===== src/rtl/fifo_slot_tracker_if.sv =====
// rtl/fifo_slot_tracker_if.sv - push/pop handshake and status bundle for fifo_slot_tracker
interface fifo_slot_tracker_if #(
  parameter int DEPTH      = 4,
  parameter int DEPTH_BITS = 2,
  parameter int WIDTH      = 8
);
  logic                  fifo_push;
  logic [WIDTH-1:0]      push_data;
  logic                  fifo_pop;
  logic                  clear_err;
  logic [WIDTH-1:0]      pop_data;
  logic [DEPTH-1:0]      fullness;
  logic [DEPTH_BITS:0]   count;
  logic                  full;
  logic                  empty;
  logic                  overflow;
  logic                  underflow;

  modport master (
    output fifo_push, push_data, fifo_pop, clear_err,
    input  pop_data, fullness, count, full, empty, overflow, underflow
  );

  modport slave (
    input  fifo_push, push_data, fifo_pop, clear_err,
    output pop_data, fullness, count, full, empty, overflow, underflow
  );
endinterface


===== src/rtl/fifo_slot_tracker.sv =====
// rtl/fifo_slot_tracker.sv - circular FWFT FIFO exporting registered per-slot occupancy
module fifo_slot_tracker #(
  parameter int DEPTH      = 4,
  parameter int DEPTH_BITS = 2,
  parameter int WIDTH      = 8
) (
  input  logic               clk,
  input  logic               rst,
  fifo_slot_tracker_if.slave bus
);
  localparam logic [DEPTH_BITS-1:0] LAST_SLOT  = DEPTH_BITS'(DEPTH - 1);
  localparam logic [DEPTH_BITS:0]   FULL_COUNT = (DEPTH_BITS + 1)'(DEPTH);

  logic [WIDTH-1:0]      mem [DEPTH];
  logic [DEPTH_BITS-1:0] wr_ptr;
  logic [DEPTH_BITS-1:0] rd_ptr;
  logic [DEPTH_BITS:0]   count_q;
  logic [DEPTH-1:0]      fullness_q;
  logic [DEPTH-1:0]      fullness_next;
  logic                  overflow_q;
  logic                  underflow_q;
  logic                  full_w;
  logic                  empty_w;
  logic                  push_ok;
  logic                  pop_ok;

  // Explicit wrap compare keeps non-power-of-two depths correct.
  function automatic logic [DEPTH_BITS-1:0] next_ptr(input logic [DEPTH_BITS-1:0] p);
    return (p == LAST_SLOT) ? '0 : p + 1'b1;
  endfunction

  assign full_w  = (count_q == FULL_COUNT);
  assign empty_w = (count_q == '0);
  assign push_ok = bus.fifo_push & (~full_w | bus.fifo_pop);
  assign pop_ok  = bus.fifo_pop & ~empty_w;

  // Push is applied after pop so a same-slot collision while full keeps the bit set.
  always_comb begin
    fullness_next = fullness_q;
    if (pop_ok)  fullness_next[rd_ptr] = 1'b0;
    if (push_ok) fullness_next[wr_ptr] = 1'b1;
  end

  always_ff @(posedge clk) begin
    if (rst) begin
      wr_ptr      <= '0;
      rd_ptr      <= '0;
      count_q     <= '0;
      fullness_q  <= '0;
      overflow_q  <= 1'b0;
      underflow_q <= 1'b0;
    end else begin
      if (push_ok) wr_ptr <= next_ptr(wr_ptr);
      if (pop_ok)  rd_ptr <= next_ptr(rd_ptr);
      if (push_ok && !pop_ok)      count_q <= count_q + 1'b1;
      else if (pop_ok && !push_ok) count_q <= count_q - 1'b1;
      fullness_q  <= fullness_next;
      overflow_q  <= (overflow_q & ~bus.clear_err) | (bus.fifo_push & full_w & ~bus.fifo_pop);
      underflow_q <= (underflow_q & ~bus.clear_err) | (bus.fifo_pop & empty_w);
    end
  end

  // Storage is deliberately left out of reset; stale contents are hidden by fullness.
  always_ff @(posedge clk) begin
    if (!rst && push_ok) mem[wr_ptr] <= bus.push_data;
  end

  assign bus.pop_data  = mem[rd_ptr];
  assign bus.fullness  = fullness_q;
  assign bus.count     = count_q;
  assign bus.full      = full_w;
  assign bus.empty     = empty_w;
  assign bus.overflow  = overflow_q;
  assign bus.underflow = underflow_q;

  occupancy_matches_count : assert property (
    @(posedge clk) disable iff (rst) $countones(fullness_q) == int'(count_q)
  );
endmodule


===== src/flat_wrapper.sv =====
// flat-port wrapper written by rule: the top's interface ports become plain ports
module fifo_slot_tracker_flat 
#(
  parameter int DEPTH      = 4,
  parameter int DEPTH_BITS = 2,
  parameter int WIDTH      = 8
)
  (clk, rst, bus_fifo_push, bus_push_data, bus_fifo_pop, bus_clear_err, bus_pop_data, bus_fullness, bus_count, bus_full, bus_empty, bus_overflow, bus_underflow);
  fifo_slot_tracker_if #(.DEPTH(DEPTH), .DEPTH_BITS(DEPTH_BITS), .WIDTH(WIDTH)) bus_i ();
  input  logic clk;
  input  logic rst;
  input wire logic [$bits(bus_i.fifo_push)-1:0] bus_fifo_push;
  input wire logic [$bits(bus_i.push_data)-1:0] bus_push_data;
  input wire logic [$bits(bus_i.fifo_pop)-1:0] bus_fifo_pop;
  input wire logic [$bits(bus_i.clear_err)-1:0] bus_clear_err;
  output wire logic [$bits(bus_i.pop_data)-1:0] bus_pop_data;
  output wire logic [$bits(bus_i.fullness)-1:0] bus_fullness;
  output wire logic [$bits(bus_i.count)-1:0] bus_count;
  output wire logic [$bits(bus_i.full)-1:0] bus_full;
  output wire logic [$bits(bus_i.empty)-1:0] bus_empty;
  output wire logic [$bits(bus_i.overflow)-1:0] bus_overflow;
  output wire logic [$bits(bus_i.underflow)-1:0] bus_underflow;
  assign bus_i.fifo_push = bus_fifo_push;
  assign bus_i.push_data = bus_push_data;
  assign bus_i.fifo_pop = bus_fifo_pop;
  assign bus_i.clear_err = bus_clear_err;
  assign bus_pop_data = bus_i.pop_data;
  assign bus_fullness = bus_i.fullness;
  assign bus_count = bus_i.count;
  assign bus_full = bus_i.full;
  assign bus_empty = bus_i.empty;
  assign bus_overflow = bus_i.overflow;
  assign bus_underflow = bus_i.underflow;
  fifo_slot_tracker #(.DEPTH(DEPTH), .DEPTH_BITS(DEPTH_BITS), .WIDTH(WIDTH)) u_core (.clk(clk), .rst(rst), .bus(bus_i));
endmodule

===== config.mk =====
export PLATFORM = sky130hd
export DESIGN_NAME = fifo_slot_tracker_flat
export DESIGN_NICKNAME = d
export VERILOG_FILES = /design/src/rtl/fifo_slot_tracker_if.sv /design/src/rtl/fifo_slot_tracker.sv /design/src/flat_wrapper.sv
export SDC_FILE = /design/constraint.sdc
export NUM_CORES = 1
export LEC_CHECK = 0
export CAP_MARGIN = 20
export CORE_MARGIN = 1
export CORE_UTILIZATION = 40
export DETAILED_ROUTE_END_ITERATION = 8
export PLACE_DENSITY_LB_ADDON = 0.05
export SYNTH_ARGS = -nofsm -noshare
export SYNTH_HDL_FRONTEND = slang
export SYNTH_SLANG_ARGS = --single-unit
export TNS_END_PERCENT = 50

===== constraint.sdc =====
create_clock -name clk -period 3.9 [get_ports clk]
set_input_delay 0.78 -clock clk [delete_from_list [all_inputs] [get_ports clk]]
set_output_delay 0.78 -clock clk [all_outputs]
set_load 0.02 [all_outputs]

==> results.sh <==
export IMPL_status="completed"
export IMPL_ys_warnings_count=0
export IMPL_pin_count=32
export IMPL_viasPerCell=4.79
export IMPL_yosysUniqueCellTypes=28
export IMPL_ant_nets=0
export IMPL_cap_viol_max_count=0
export IMPL_path_cells="mux4_2, clkdlybuf4s50_1"
export IMPL_rsz0062_at_grt="no"
export IMPL_seq_area_um2=1260
export IMPL_clock_sinks=47
export IMPL_arrival_ns=2.12
export IMPL_synth_flop_cell="edfxtp_1"
export IMPL_multi_input_area_um2=616
export IMPL_diodes=0
export IMPL_powerDensity_nw_per_um2=564
export IMPL_cts_post_setup_buffers_inserted=0
export IMPL_ys_seq_area_share_pct=64.5
export IMPL_grt_pass1_vias=1174
export IMPL_start_util_pct=41.4
export IMPL_layout_drive_gt1_share_pct=14.8
export IMPL_synth_area_per_cell_um2=15.5
export IMPL_gp_congestion=0.720
export IMPL_criticalPathCategory="flip-flop to primary output"
export IMPL_grt_overflow_total=0
export IMPL_post_route_period_util_pct=74.3
export IMPL_reg2regPathDepth=7
export IMPL_synth_area_top_cells="edfxtp_1 49%, dfxtp_1 15%, mux4_2 9.2%"
export IMPL_clockRootBuffer="clkbuf_8"
export IMPL_end_kind="primary output"
export IMPL_cpMaxStageDelayCell="dfxtp_1"
export IMPL_synth_edf_count=32
export IMPL_ctsHoldBuffers=0
export IMPL_clockBufferDepth=2
export IMPL_die_height_um=71.9
export IMPL_clk_latency_ns=0.30
export IMPL_synth_top_area_share_pct=49.1
export IMPL_hp_class="flip-flop to flip-flop"
export IMPL_cp_depth=2
export IMPL_timing_rr_start="u_core.bus.count[1]"
export IMPL_die_w_um=71.9
export IMPL_dp_final_hpwl_um=2390
export IMPL_p_leak_nw=0.831
export IMPL_drt_iter0_markers=29
export IMPL_crit_fanout=8
export IMPL_min_period_ns=2.90
export IMPL_synth_fp_nets=149
export IMPL_p_total_w=0.00137
export IMPL_worstSetupStartpointType="flip-flop"
export IMPL_finalSetupTns_ns=0
export IMPL_cp_buffers_inverters=1
export IMPL_core_um2=4720
export IMPL_slew_violations=0
export IMPL_grt_first_pass_wirelength_um=5660
export IMPL_route_detailed_wl_per_inst_um=15.2
export IMPL_synth_seq_cells=47
export IMPL_routed_wl_um=3480
export IMPL_vias=1096
export IMPL_first_pass_iters=4
export IMPL_peakVddDrop_v=0.000277
export IMPL_final_cell_mix="32 x edfxtp_1, 31 x clkdlybuf4s50_1, 15 x dfxtp_1"
export IMPL_fp_row_count=25
export IMPL_max_freq_ghz=0.345
export IMPL_worstSetupEndpoint="bus_pop_data[0]"
export IMPL_cts_buffers=5
export IMPL_relSlewSlack_pct=51.5
export IMPL_htree_num_levels=2
export IMPL_crit_path_max_incr_delay_ns=0.68
export IMPL_synthArstFlopShare_pct=0
export IMPL_port_buffer_count=31
export IMPL_worstMarginPinSlew_ns=0.725
export IMPL_drc=0
export IMPL_crit_family="flip-flops"
export IMPL_hold_viol_final=0
export IMPL_cts_resized=0
export IMPL_syn_inst=126
export IMPL_antenna_found_initial=0
export IMPL_cp_data_required_time_ns=3.12
export IMPL_final_common_cell="edfxtp_1"
export IMPL_n_fill_cell=422
export IMPL_grt_max_degree=20
export IMPL_timing_rr_end="u_core.bus.count[2]"
export IMPL_syn2layout_area_growth_pct=23.9
export IMPL_grt_usage_pct=15.0
export IMPL_ff2ff_setup_slack_ns=1.48
export IMPL_synth_area_leader_cell="edfxtp_1"
export IMPL_path_clk_slew_ns=0.08
export IMPL_nNetsFinal=185
export IMPL_die_area_um2=5170
export IMPL_syn_area_um2=1960
export IMPL_tritoncts="done"
export IMPL_fin_skew_ns=0.00760
export IMPL_setup_violations=0
-- state kept, by name (all words and copies together), names as in the netlist, named ones only --
register / cells
u_core.wr_ptr: 2
u_core.bus.fullness: 4
u_core.bus.overflow: 1
u_core.mem: 32
u_core.bus.underflow: 1
u_core.bus.count: 3
u_core.rd_ptr: 2
-- synthesized netlist by cell type, types with 2 or more instances --
library cell and n:
edfxtp_1 32, dfxtp_1 15, ha_1 9, inv_1 9, a21oi_1 8, mux4_2 8, nand3_1 5, nor3b_1 5
o21ai_0 5, nor2_1 4, o31ai_2 3, buf_1 2, buf_6 2, mux2i_1 2, nor3_1 2, or3_1 2
xor2_1 2
-- stage by stage --
stage / hold slack (ns) / std cells / worst slack (ns) / utilization (%) / instance area (um^2)
final: 0.476 / 229 / 1.00 / 51.3 / 2420
after global routing: 0.501 / 229 / 0.863 / 51.3 / 2420
after CTS: 0.482 / 229 / 0.953 / 51.3 / 2420
after detailed placement: 0.468 / 222 / 0.707 / 49.6 / 2340
after global placement: 0.463 / 222 / 0.780 / 49.6 / 2340
after floorplan: 0.492 / 126 / 1.41 / - / 1960
-- tightest hold or removal path, stage by stage (launching register included) --
cell and delay, ns:
dfxtp_1 0.32, nand2b_1 0.06, a21oi_1 0.05
-- routing by layer --
| metal | GRT usage [%] | part of all wire [%] | vias to the layer above |
|---|---|---|---|
| met5 | 0 | 0 | - |
| met4 | 5.88 | 1.6 | 0 |
| met3 | 4.72 | 3.3 | 6 |
| met2 | 26.7 | 53 | 17 |
| met1 | 16.9 | 42 | 535 |
| li1 | - | - | 538 |
-- cell families after synthesis --
| kind of cell | Yosys count | share of synthesized area (%) |
|---|---|---|
| AO/OA/AOI/OAI | 16 | 5.25 |
| buffers and inverters | 16 | 4.03 |
| XOR/XNOR | 2 | 0.896 |
| AND/OR/NAND/NOR | 25 | 8.32 |
| adder cells (fa/ha/maj) | 10 | 6.78 |
| multiplexers | 10 | 10.2 |
| flip-flops | 47 | 64.5 |
-- worst min path at each step --
stage,startpoint,to,depth (start not counted)
6_report,u_core.bus.overflow,u_core.bus.overflow,2
5_1_grt,u_core.bus.overflow,u_core.bus.overflow,2
4_1_cts,u_core.bus.overflow,u_core.bus.overflow,2
3_5_place_dp,u_core.bus.overflow,u_core.bus.overflow,2
3_3_place_gp,u_core.bus.overflow,u_core.bus.overflow,2
2_1_floorplan,u_core.rd_ptr[0],flip-flop,2
-- cell type report --
type                       instances  share of cell area (%)
clock buffer                       5                    2.84
sequential                        47                    52.0
multi-input combinational         63                    25.4
tap                               67                    3.46
timing repair buffer              35                    14.0
inverter                          10                    1.65
clock inverter                     2                   0.568
-- where the power goes --
group          switching [W]  internal (W)  leakage, nW
clock network       0.000160      0.000123       0.0440
logic               0.000210      0.000226        0.374
registers          0.0000658      0.000582        0.414
total               0.000436      0.000931        0.831
Note: power is estimated with default switching activity, not from simulation.
